## config.mk

```make
export PLATFORM = sky130hd
export DESIGN_NAME = uart_tx
export DESIGN_NICKNAME = d
export VERILOG_FILES = /design/src/rtl/uart_pkg.sv /design/src/rtl/uart_tx_serializer.sv /design/src/rtl/uart_tx.sv
export SDC_FILE = /design/constraint.sdc
export NUM_CORES = 1
export LEC_CHECK = 0
export CAP_MARGIN = 10
export CORE_MARGIN = 1.5
export CORE_UTILIZATION = 58
export CTS_BUF_LIST = sky130_fd_sc_hd__clkbuf_8
export CTS_CLUSTER_DIAMETER = 60
export DETAILED_ROUTE_END_ITERATION = 12
export GPL_TIMING_DRIVEN = 1
export PLACE_DENSITY_LB_ADDON = 0.3
export SLEW_MARGIN = 20
export SYNTH_ARGS = -nofsm -noshare
export SYNTH_HDL_FRONTEND = slang
export SYNTH_SLANG_ARGS = --single-unit
```

## constraint.sdc

```tcl
create_clock -name uart_tx_clk -period 2.18 [get_ports uart_tx_clk]
set_input_delay 0.218 -clock uart_tx_clk [delete_from_list [all_inputs] [get_ports uart_tx_clk]]
set_output_delay 0.218 -clock uart_tx_clk [all_outputs]
set_load 0.01 [all_outputs]
```

## src/rtl/uart_pkg.sv

```systemverilog
// Shared UART definitions: FSM state encoding, parity selectors and line levels.
// Used by both the transmit and receive paths.
package uart_pkg;

   typedef enum logic [2:0] {
      StIdle   = 3'd0,
      StStart  = 3'd1,
      StData   = 3'd2,
      StParity = 3'd3,
      StStop   = 3'd4
   } uart_state_e;

   localparam logic PAR_EVEN = 1'b0;
   localparam logic PAR_ODD  = 1'b1;

   localparam logic IDLE_LVL  = 1'b1;
   localparam logic START_LVL = 1'b0;
   localparam logic STOP_LVL  = 1'b1;

   // A 1-bit word still needs a 1-bit counter.
   function automatic int unsigned cnt_width(input int unsigned width);
      return (width > 1) ? $clog2(width) : 1;
   endfunction

endpackage

```

## src/rtl/uart_tx_serializer.sv

```systemverilog
// Data latch and LSB-first bit selector for the UART transmitter.
// ser_done flags the last data bit so the FSM can leave DATA.
module uart_tx_serializer
   import uart_pkg::*;
#(
   parameter int unsigned DATA_WIDTH = 8
) (
   input  logic                  clk,
   input  logic                  rst,
   input  logic                  load,
   input  logic [DATA_WIDTH-1:0] data_in,
   input  logic                  clr,
   input  logic                  adv,
   output logic [DATA_WIDTH-1:0] word,
   output logic                  ser_bit,
   output logic                  ser_done
);

   localparam int unsigned CntW = cnt_width(DATA_WIDTH);
   localparam logic [CntW-1:0] LastCnt = CntW'(DATA_WIDTH - 1);

   logic [CntW-1:0] cnt;

   always_ff @(posedge clk) begin
      if (!rst) begin
         word <= '0;
         cnt  <= '0;
      end else begin
         if (load) begin
            word <= data_in;
         end
         if (clr) begin
            cnt <= '0;
         end else if (adv && !ser_done) begin
            cnt <= cnt + 1'b1;
         end
      end
   end

   assign ser_bit  = word[cnt];
   assign ser_done = (cnt == LastCnt);

endmodule

```

## src/rtl/uart_tx.sv

```systemverilog
// UART transmitter: start, DATA_WIDTH data bits LSB first, optional parity, one stop bit.
// One clock per bit; tx_out and busy are registered and follow the FSM by one cycle.
module uart_tx
   import uart_pkg::*;
#(
   parameter int unsigned DATA_WIDTH = 8
) (
   input  logic                  uart_tx_clk,
   input  logic                  uart_tx_rst,
   input  logic [DATA_WIDTH-1:0] p_data,
   input  logic                  data_valid,
   input  logic                  par_en,
   input  logic                  par_typ,
   output logic                  tx_out,
   output logic                  busy
);

   uart_state_e           state;
   logic                  par_en_q;
   logic                  par_typ_q;
   logic                  par_bit;
   logic [DATA_WIDTH-1:0] word;
   logic                  ser_bit;
   logic                  ser_done;
   logic                  load;

   assign load = (state == StIdle) && data_valid;

   uart_tx_serializer #(
      .DATA_WIDTH (DATA_WIDTH)
   ) u_serializer (
      .clk      (uart_tx_clk),
      .rst      (uart_tx_rst),
      .load     (load),
      .data_in  (p_data),
      .clr      (state == StStart),
      .adv      (state == StData),
      .word     (word),
      .ser_bit  (ser_bit),
      .ser_done (ser_done)
   );

   always_ff @(posedge uart_tx_clk) begin
      if (!uart_tx_rst) begin
         state     <= StIdle;
         tx_out    <= IDLE_LVL;
         busy      <= 1'b0;
         par_en_q  <= 1'b0;
         par_typ_q <= PAR_EVEN;
         par_bit   <= 1'b0;
      end else begin
         unique case (state)
            StIdle: begin
               tx_out <= IDLE_LVL;
               busy   <= 1'b0;
               if (data_valid) begin
                  par_en_q  <= par_en;
                  par_typ_q <= par_typ;
                  state     <= StStart;
               end
            end
            StStart: begin
               tx_out  <= START_LVL;
               busy    <= 1'b1;
               // Word is latched by now, so parity never sees live p_data.
               par_bit <= (^word) ^ (par_typ_q == PAR_ODD);
               state   <= StData;
            end
            StData: begin
               tx_out <= ser_bit;
               busy   <= 1'b1;
               if (ser_done) begin
                  state <= par_en_q ? StParity : StStop;
               end
            end
            StParity: begin
               tx_out <= par_bit;
               busy   <= 1'b1;
               state  <= StStop;
            end
            StStop: begin
               tx_out <= STOP_LVL;
               busy   <= 1'b1;
               state  <= StIdle;
            end
            default: begin
               tx_out <= IDLE_LVL;
               busy   <= 1'b0;
               state  <= StIdle;
            end
         endcase
      end
   end

endmodule

```

## Yosys cells after proc, flatten, opt, wreduce, memory -nomap -nowiden

Cells that the tools add are included.

| storage, ports and cells | value |
|---|---|
| register bits after elaboration | 19 |
| bits in latches | 0 |
| bits in writable memories | 0 |
| memory bits (read-only) | 0 |
| input port bits | 13 |
| output and inout port bits | 2 |
| logic and storage cells | 36 |
| memories kept | 0 |

| operators by class | value |
|---|---|
| add/subtract/negate cells | 1 |
| multipliers | 0 |
| divide/modulo/power cells | 0 |
| magnitude comparators | 1 |
| equality and inequality tests | 7 |
| shift-type cells | 0 |
| multiplexer cells | 8 |
| bitwise operators | 2 |
| reductions and logical operators | 9 |

Operators by type and width:

| kind | count |
|---|---|
| case mux 3 bit (4 select lines) | 1 |
| 2-to-1 mux 3 bit | 3 |
| parity 8 bit | 1 |
| equality test 3 x 2 -> 1 bit (second input constant) | 2 |
| equality test 3 bit (second input constant) | 2 |
| less-than comparator 3 x 4 -> 1 bit (second input constant) | 1 |
| != test 2 bit (second input constant) | 2 |
| AND reduction 2 bit | 2 |
| OR reduction 4 bit | 1 |
| adder 3 x 1 -> 3 bit (second input constant) | 1 |
| binary-select mux 1 bit (select 3 bit) | 1 |
| equality test 3 x 1 -> 1 bit (second input constant) | 1 |
| logical NOT 3 bit | 1 |
| case mux 1 bit (3 select lines) | 1 |
| logical AND 1 bit | 2 |
| 2-to-1 mux 1 bit | 2 |
| OR reduction 2 bit | 1 |
| logical NOT 1 bit | 1 |
| NOT 1 bit | 1 |
| bitwise XOR 1 bit | 1 |

## Depth between registers and ports, before layout

Gate-level depths: netlist of run 1.

| logic depth | value |
|---|---|
| depth after elaboration | 3 |
| gate-level depth with buffers | 5 |

## Hierarchy

A second synthesis of run 1 with hierarchy kept.

| unflattened totals | value |
|---|---|
| cells, all modules | 87 |
| area, all modules | 934.6 µm² |

Modules (own cells, without submodules):

| module | times used | cells each | area an instance (µm²) | sequential area each (µm²) |
|---|---|---|---|---|
| uart_tx_serializer | 1 | 41 | 496.7 | 220.2 |
| uart_tx | 1 | 46 | 437.9 | 160.2 |

## Worst setup path after synthesis of run 1

OpenSTA, ideal clock, no wires.

| timing | value |
|---|---|
| kind | reg-to-reg |
| from | register u_serializer.cnt[1] |
| to | register tx_out |
| library setup time | 0.122 ns |
| arrival | 1.347 ns |
| path slack | 0.711 ns |
| cell stages (with the launch flop) | 5 |
| period minus slack after synthesis | 1.469 ns |
| path through | dfxtp_1 -> mux4_1 -> mux2i_1 -> a21oi_1 -> a311o_1 |

| between the ends | value |
|---|---|
| cells in the longest elaborated chain, start to end | 3 |

Ends and longest elaborated chain:

| what | line | source |
|---|---|---|
| start, declared | uart_tx_serializer.sv:22 | `logic [CntW-1:0] cnt;` |
| start signal, assigned | uart_tx_serializer.sv:35 | `cnt <= cnt + 1'b1;` |
| binary-select mux 1 bit (select 3 bit) | uart_tx_serializer.sv:40 | `assign ser_bit = word[cnt];` |
| 2-to-1 mux 1 bit (not written as such) | uart_tx_serializer.sv:40 |  |
| case mux 1 bit (3 select lines) | uart_tx.sv:52 | `unique case (state)` |
| end signal, assigned | uart_tx.sv:70 | `tx_out <= ser_bit;` |
| end signal, assigned | uart_tx.sv:77 | `tx_out <= par_bit;` |
| end, declared | uart_tx.sv:14 | `output logic tx_out,` |

No other way between the ends. The select of a mux whose other input is x is not followed.
A chain may end at the register's enable or synchronous reset.

## Final worst setup path of run 1

| timing | value |
|---|---|
| from | register u_serializer.cnt[0] |
| to | register u_serializer.cnt[2] |

| between the ends | value |
|---|---|
| cells in the longest elaborated chain, start to end | 3 |
| elaborated cells between the ends (all ways) | 4 |
| those cells by class | add/sub (1); eq/ne (1); reduce/logical (2) |

Ends and longest elaborated chain:

| what |
|---|
| branches (longest 3 deep; another with adder 3 x 1 -> 3 bit) |

Parallel ways; which one is timed is not known.

==> results by group, run 1 <==
Timing
  • Setup TNS: 0 ns
  • Final count of hold timing violations: 0
  • Pins Over Slew Limit: 0
  • Setup Skew: roughly 0.00076 ns
  • Worst-Margin Slew: 0.6644 ns
  • RSZ-0062 raised after global routing: no
  • Min cycle time layout: approximately 1.6 ns
  • Period utilization: 73.07%
  • Fmax: around 630 MHz
  • Final setup violation count: 0
  • Slew margin rel.: between 50% and 60%

Floorplan
  • Die Y: around 43 um
  • Core box area: 1506 um2
  • Row cnt: 14
  • Chip width: 43.09 um
  • Die ar.: 1857 um2
  • Starting density of the core: between 60% and 70%
  • I/O pins: 15

Final layout
  • Nets: ~130
  • Diode count: 0
  • Fill cells: around 110
  • Final non-filler cell total: 128
  • Syn-to-layout area delta: 19.87%
  • Share of layout cells above drive strength 1: 6.250%

Logic synthesis
  • Ys async rst share: 0%
  • Cells after Synth: approximately 100
  • Ys Warns: 0
  • Library cells used by synthesis: 28
  • Dominant synthesized flop cell: dfxtp_1
  • Seq cells post-synth: 19
  • Post-synthesis cell area: roughly 930 um2
  • Syn Nets: roughly 110
  • Syn avg cell area: approximately 9.5 um2
  • Post-synth EDFFs: 0
  • Sequential share of the synthesized area: around two fifths

Critical path
  • Worst r2r src: u_serializer.cnt[0]
  • Crit end category: flop
  • Crit path launch type: flop
  • Flop-to-flop setup slack: 0.59 ns
  • Critical path class: flop to flop
  • Crit path DAT: 1.74 ns
  • Worst-path fanout max: 3
  • CP Data Required Time: ~2.3 ns
  • Worst R2R End: u_serializer.cnt[2]
  • Reg2Reg Depth: 5

Pwr
  • Power, Total: approximately 0.76 mW
  • Pwr Density: around 680 nW/um2
  • Peak VDD IR: ~460 uV
  • P_leak: 0.4390 nW

Clocking
  • CTS Hold Bufs: 0
  • H-tree depth: 1
  • Num CTS Buffers: 3
  • TritonCTS Sinks: 19
  • Worst-path clk slew: 0.07 ns
  • Clock latency on the worst-skew pair: around 0.26 ns
  • Cells resized by post-CTS repair: 0
  • CTS Buffer Depth: 2
  • Root Buffer: clkbuf_8
  • # Post-CTS Setup Buffers: 0
  • CTS tree: built

Global route
  • Total congestion overflow: 0
  • First-pass GRT wire length: roughly 3000 um
  • Largest net degree at the start of global routing: 18
  • Antenna violations before repair: 0
  • GRT Resource Usage Total: a little under a quarter
  • Vias in the first global route: around 700

Placement
  • Number of buffers added on ports: 14
  • GP Congestion: about 0.76
  • HPWL after DPL: about 1200 um
  • Number of placed cells counting well taps: ~120

Drt
  • DR vias: about 730
  • Top layer used by detailed routing: met4
  • Met3 Wirelength: 87 um
  • Initial DRC Count: 19
  • Avg WL per Cell: 13.17 um
  • WL met2: just under 800 um
  • WL final: approximately 1700 um
  • Vias per cell: 5.719
  • DR DRC count: 0
  • Detailed Routing Iterations Pass 1: 5
  • Final ANT Viol Nets: 0
  • M1 WL: 728 um

Hold path
  • Hold Path Depth: 2
  • Hold_sp: par_typ_q
  • Class of the worst hold path: flop to flop
  • Hold Path Sink: par_typ_q

Run
  • Max Cap Viol: 0

Status
  • Outcome: finished clean
## area by class of cell
type / instances / area (um2) / area share (%)
multi-input cells: 73 / 520.5 / 46.58
flip-flops and latches: 19 / 380.4 / 34.04
inverters: 1 / 3.754 / 0.3359
repair buffers: 15 / 147.6 / 13.21
well taps: 16 / 20.02 / 1.792
clock buffers: 3 / 41.29 / 3.695
clock inverters: 1 / 3.754 / 0.3359
## worst max-delay path, stage by stage (launching register included)
cell and delay (ns):
dfxtp_1 0.35, ha_1 0.21, ha_1 0.24, nor4b_4 0.35, mux2i_1 0.27, nor2_1 0.06
## metrics by stage
stage	util (%)	hold WS (ns)	worst slack, ns	cell area [um2]
3_3_place_gp	71.18	0.4767	0.5419	1072
6_report	74.17	0.4866	0.5871	1117
5_1_grt	74.17	0.5239	0.4467	1117
2_1_floorplan	-	0.3629	0.7107	932.1
3_5_place_dp	71.18	0.4771	0.4661	1072
4_1_cts	74.17	0.4879	0.5691	1117
## logic make-up (layout without fill, tap and decap cells)
family	after synthesis	count (layout)	synth area share, %
and+or+nand+nor	43	43	23.89
DFF	19	19	40.80
AOI/OAI and AO/OA	15	15	11.27
xor gates and xnor gates	7	7	8.053
muxes	6	6	9.933
buffers and inverters	6	20	3.355
adders and majority gates	2	2	2.684
## cell usage after synthesis (2+ instances only)
cell type | number | area, um2
nand2b_1 | 2 | 12.51
a21oi_1 | 3 | 15.01
dfxtp_1 | 19 | 380.4
nand2_1 | 23 | 86.33
a21boi_0 | 10 | 75.07
nor2_1 | 5 | 18.77
mux4_1 | 2 | 52.55
buf_4 | 2 | 15.01
or3_1 | 2 | 12.51
nand3_1 | 2 | 10.01
clkbuf_1 | 2 | 7.510
nor3b_1 | 2 | 15.01
mux2i_1 | 4 | 40.04
xnor2_1 | 5 | 43.79
ha_1 | 2 | 25.02
## report_power, final
part	internal [mW]	switching, mW
Combinational	0.0751	0.0525
Sequential	0.369	0.0236
Clock	0.125	0.114
## per-layer routing
layer	track usage, %	vias to the layer above
li1	-	367
met1	27.76	326
met2	33.13	28
met3	5.106	11
met4	18.18	0
met5	0	-
## worst max-delay path by stage
stage	start	end	slack, ns	depth (start not counted)
floorplan	u_serializer.cnt[1]	tx_out	0.71	4
global placement	data_valid	u_serializer.word[5]	0.54	5
detailed placement	data_valid	u_serializer.word[5]	0.47	5
CTS	u_serializer.cnt[0]	u_serializer.cnt[2]	0.57	5
global route	state[1]	u_serializer.word[7]	0.45	4
finish	u_serializer.cnt[0]	u_serializer.cnt[2]	0.59	5
## registers in the layout, summed over array words and instances (netlist names)
register and cells:
busy 1, state 3, u_serializer.cnt 3, u_serializer.word 8, par_en_q 1, par_typ_q 1
par_bit 1, tx_out 1
## cells in the final DEF (no fill, tap or decap), types with 2 or more instances in the layout
cell type,netlist,final
nand2_1,23,23
dfxtp_1,19,19
clkdlybuf4s50_1,0,14
a21boi_0,10,10
nor2_1,5,5
xnor2_1,5,5
mux2i_1,4,4
a21oi_1,3,3
clkbuf_8,0,3
nand2b_1,2,2
or3_1,2,2
inv_1,1,2
nand3_1,2,2
mux4_1,2,2
nor3b_1,2,2
ha_1,2,2
Power figures use the tool's default switching activity.
==> inputs of run 2 (changes only) <==
--- a/config.mk
+++ b/config.mk
@@ -7,7 +7,7 @@
 export LEC_CHECK = 0
 export CAP_MARGIN = 10
 export CORE_MARGIN = 1.5
-export CORE_UTILIZATION = 58
+export CORE_UTILIZATION = 49
 export CTS_BUF_LIST = sky130_fd_sc_hd__clkbuf_8
 export CTS_CLUSTER_DIAMETER = 60
 export DETAILED_ROUTE_END_ITERATION = 12
==> constraint.sdc (replaced) <==
create_clock -name uart_tx_clk -period 1.4 [get_ports uart_tx_clk]
set_input_delay 0.14 -clock uart_tx_clk [delete_from_list [all_inputs] [get_ports uart_tx_clk]]
set_output_delay 0.14 -clock uart_tx_clk [all_outputs]
set_load 0.01 [all_outputs]
==> results by group, run 2 (synthesized netlist as in run 1, its figures left out) <==
Timing
  • RSZ-0062 raised after global routing: yes (was no)
  • Fmax: 682.3 MHz (was 627.8 MHz)
  • Period utilization: 104.7% (was 73.07%)
  • Final setup violation count: 3 (was 0)
  • Setup TNS: -0.1094 ns (was 0 ns)
  • Worst-Margin Slew: 0.3412 ns (was 0.6644 ns)
  • Final count of hold timing violations: 0 (unchanged)
  • Post-layout worst setup margin: -0.06557 ns (was 0.5871 ns)
  • Pins Over Slew Limit: 0 (unchanged)
  • Min cycle time layout: 1.466 ns (was 1.593 ns)
  • Hold Slack: 0.4357 ns (was 0.4866 ns)
  • Slew margin rel.: 77.22% (was 55.47%)
  • Setup Skew: 0.001523 ns (was 0.0007637 ns)

Final layout
  • Final non-filler cell total: 151 (was 128)
  • Diode count: 0 (unchanged)
  • Nets: 142 (was 128)
  • Fin util: 71.49% (was 74.17%)
  • Syn-to-layout area delta: 35.30% (was 19.87%)
  • Fill cells: 152 (was 108)
  • Commonest non-fill, non-tap cell in the layout: nand2_1 (unchanged)
  • Most frequent cells in the layout: nand2_1, dfxtp_1, buf_4 (was nand2_1, dfxtp_1, clkdlybuf4s50_1)
  • Fin area: 1261 um2 (was 1117 um2)
  • Biggest regs: u_serializer.word: 8 flops, state: 3 flops, u_serializer.cnt: 3 flops (unchanged)
  • Number of flip-flops in the largest register: 8 (unchanged)
  • Top reg by flops: u_serializer.word (unchanged)
  • Share of layout cells above drive strength 1: 23.02% (was 6.250%)

Drt
  • Detailed Routing Iterations Pass 1: 4 (was 5)
  • Initial DRC Count: 13 (was 19)
  • Vias per cell: 5.146 (was 5.719)
  • Final ANT Viol Nets: 0 (unchanged)
  • WL final: 1925 um (was 1686 um)
  • DR DRC count: 0 (unchanged)
  • Avg WL per Cell: 12.75 um (was 13.17 um)
  • DR vias: 777 (was 732)

Critical path
  • Largest stage delay, worst path: 0.50 ns (was 0.35 ns)
  • Crit path cell chain: mux4_2 -> mux2i_1 -> a21oi_1 -> a311o_1 (was ha_1 -> ha_1 -> nor4b_4 -> mux2i_1 -> nor2_1)
  • Critical path's top delay family: multiplexers (was adder cells)
  • Worst-path fanout max: 3 (unchanged)
  • Crit end category: flop (unchanged)
  • Critical path class: flop to flop (unchanged)
  • Crit path DAT: 1.61 ns (was 1.74 ns)
  • Worst r2r src: u_serializer.cnt[1] (was u_serializer.cnt[0])
  • CP Data Required Time: 1.55 ns (was 2.33 ns)
  • CP Buf/Inv Count: 0 (unchanged)
  • Flop-to-flop setup slack: -0.07 ns (was 0.59 ns)
  • Worst R2R End: tx_out (was u_serializer.cnt[2])
  • Crit path launch type: flop (unchanged)
  • Reg2Reg Depth: 4 (was 5)
  • Max stage delay cell, worst path: mux4_2 (was dfxtp_1)

Floorplan
  • Chip width: 46.62 um (was 43.09 um)
  • I/O pins: 15 (unchanged)
  • Die ar.: 2173 um2 (was 1857 um2)
  • Starting density of the core: 52.84% (was 61.88%)
  • Row cnt: 15 (was 14)
  • Die Y: 46.62 um (was 43.09 um)
  • Core box area: 1764 um2 (was 1506 um2)

Hold path
  • Hold Path Sink: u_serializer.word[0] (was par_typ_q)
  • Class of the worst hold path: input pin to flop (was flop to flop)
  • Hold_sp: p_data[0] (was par_typ_q)
  • Hold Path Depth: 3 (was 2)

Clocking
  • H-tree depth: 1 (unchanged)
  • Clock latency on the worst-skew pair: 0.25 ns (was 0.26 ns)
  • CTS Buffer Depth: 2 (unchanged)
  • CTS tree: built (unchanged)
  • Num CTS Buffers: 3 (unchanged)
  • # Post-CTS Setup Buffers: 0 (unchanged)
  • CTS Hold Bufs: 0 (unchanged)
  • Root Buffer: clkbuf_8 (unchanged)
  • Worst-path clk slew: 0.07 ns (about the same)
  • TritonCTS Sinks: 19 (unchanged)

Global route
  • Antenna violations before repair: 0 (unchanged)
  • First-pass GRT wire length: 3132 um (was 3015 um)
  • GRT Resource Usage Total: 20.50% (was 22.54%)
  • Vias in the first global route: 739 (was 716)
  • Largest net degree at the start of global routing: 11 (was 18)
  • Total congestion overflow: 0 (unchanged)

Placement
  • Number of buffers added on ports: 14 (unchanged)
  • Number of placed cells counting well taps: 147 (was 124)
  • GP Congestion: 0.8204 (was 0.7584)
  • Placed Area: 1189 um2 (was 1072 um2)
  • HPWL after DPL: 1414 um (was 1215 um)

Pwr
  • Peak VDD IR: 775.4 uV (was 459.5 uV)
  • P_leak: 0.4998 nW (was 0.4390 nW)
  • Pwr Density: 975.3 nW/um2 (was 680.0 nW/um2)

Run
  • Max Cap Viol: 0 (unchanged)

Status
  • Outcome: finished with violations (was finished clean)
  • Failing checks: negative setup slack
[run 2: metrics by stage]
step	total power [mW]	setup slack (ns)
after floorplan	0.7529	0.003897
after global placement	0.8477	-0.09500
final	1.230	-0.06557
after global routing	1.282	-0.1483
after detailed placement	0.8563	-0.1360
after CTS	1.229	-0.05174
[run 2: worst max-delay path by stage]
stage,start,to,slack (ns),cells past startpoint
after floorplan,u_serializer.cnt[0],u_serializer.cnt[1],0.004,5
after global placement,data_valid,u_serializer.word[2],-0.09,5
after detailed placement,data_valid,u_serializer.word[0],-0.14,5
after CTS,u_serializer.cnt[1],tx_out,-0.05,4
after global routing,u_serializer.cnt[1],tx_out,-0.15,4
final,u_serializer.cnt[1],tx_out,-0.07,4
[run 2: power breakdown]
part	internal [mW]	total (mW)	switching, mW
clock network	0.195	0.378	0.183
logic	0.149	0.256	0.107
registers	0.573	0.596	0.0227
total	0.917	1.23	0.313
[run 2: timing repair]
| action | CTS | global route |
|---|---|---|
| setup endpoints to repair | 3 | 4 |
| cloned | 0 | 0 |
| pin swaps | 2 | 2 |
| gates resized for setup | 1 | 3 |
[run 2: cell type report]
cell class	count	area, um2	share of cell area [%]
clock inverter	1	3.754	0.2976
clock buffer	3	41.29	3.274
multi-input combinational	73	543.0	43.06
timing repair buffer	29	252.7	20.04
inverter	1	3.754	0.2976
sequential	19	385.4	30.56
tap	25	31.28	2.480
[run 2: metal layers]
| layer | vias to the layer above | GRT usage (%) | part of all wire, % |
|---|---|---|---|
| met5 | - | 0 | 0 |
| met4 | 0 | 8.333 | 0.62 |
| met3 | 2 | 3.529 | 2.7 |
| met2 | 14 | 33.61 | 50 |
| met1 | 367 | 26.57 | 47 |
| li1 | 394 | - | - |
[run 2: worst min-delay path, stage by stage]
cell and delay [ns]:
clkdlybuf4s50_1 0.39, nand2_1 0.05, a21boi_0 0.06
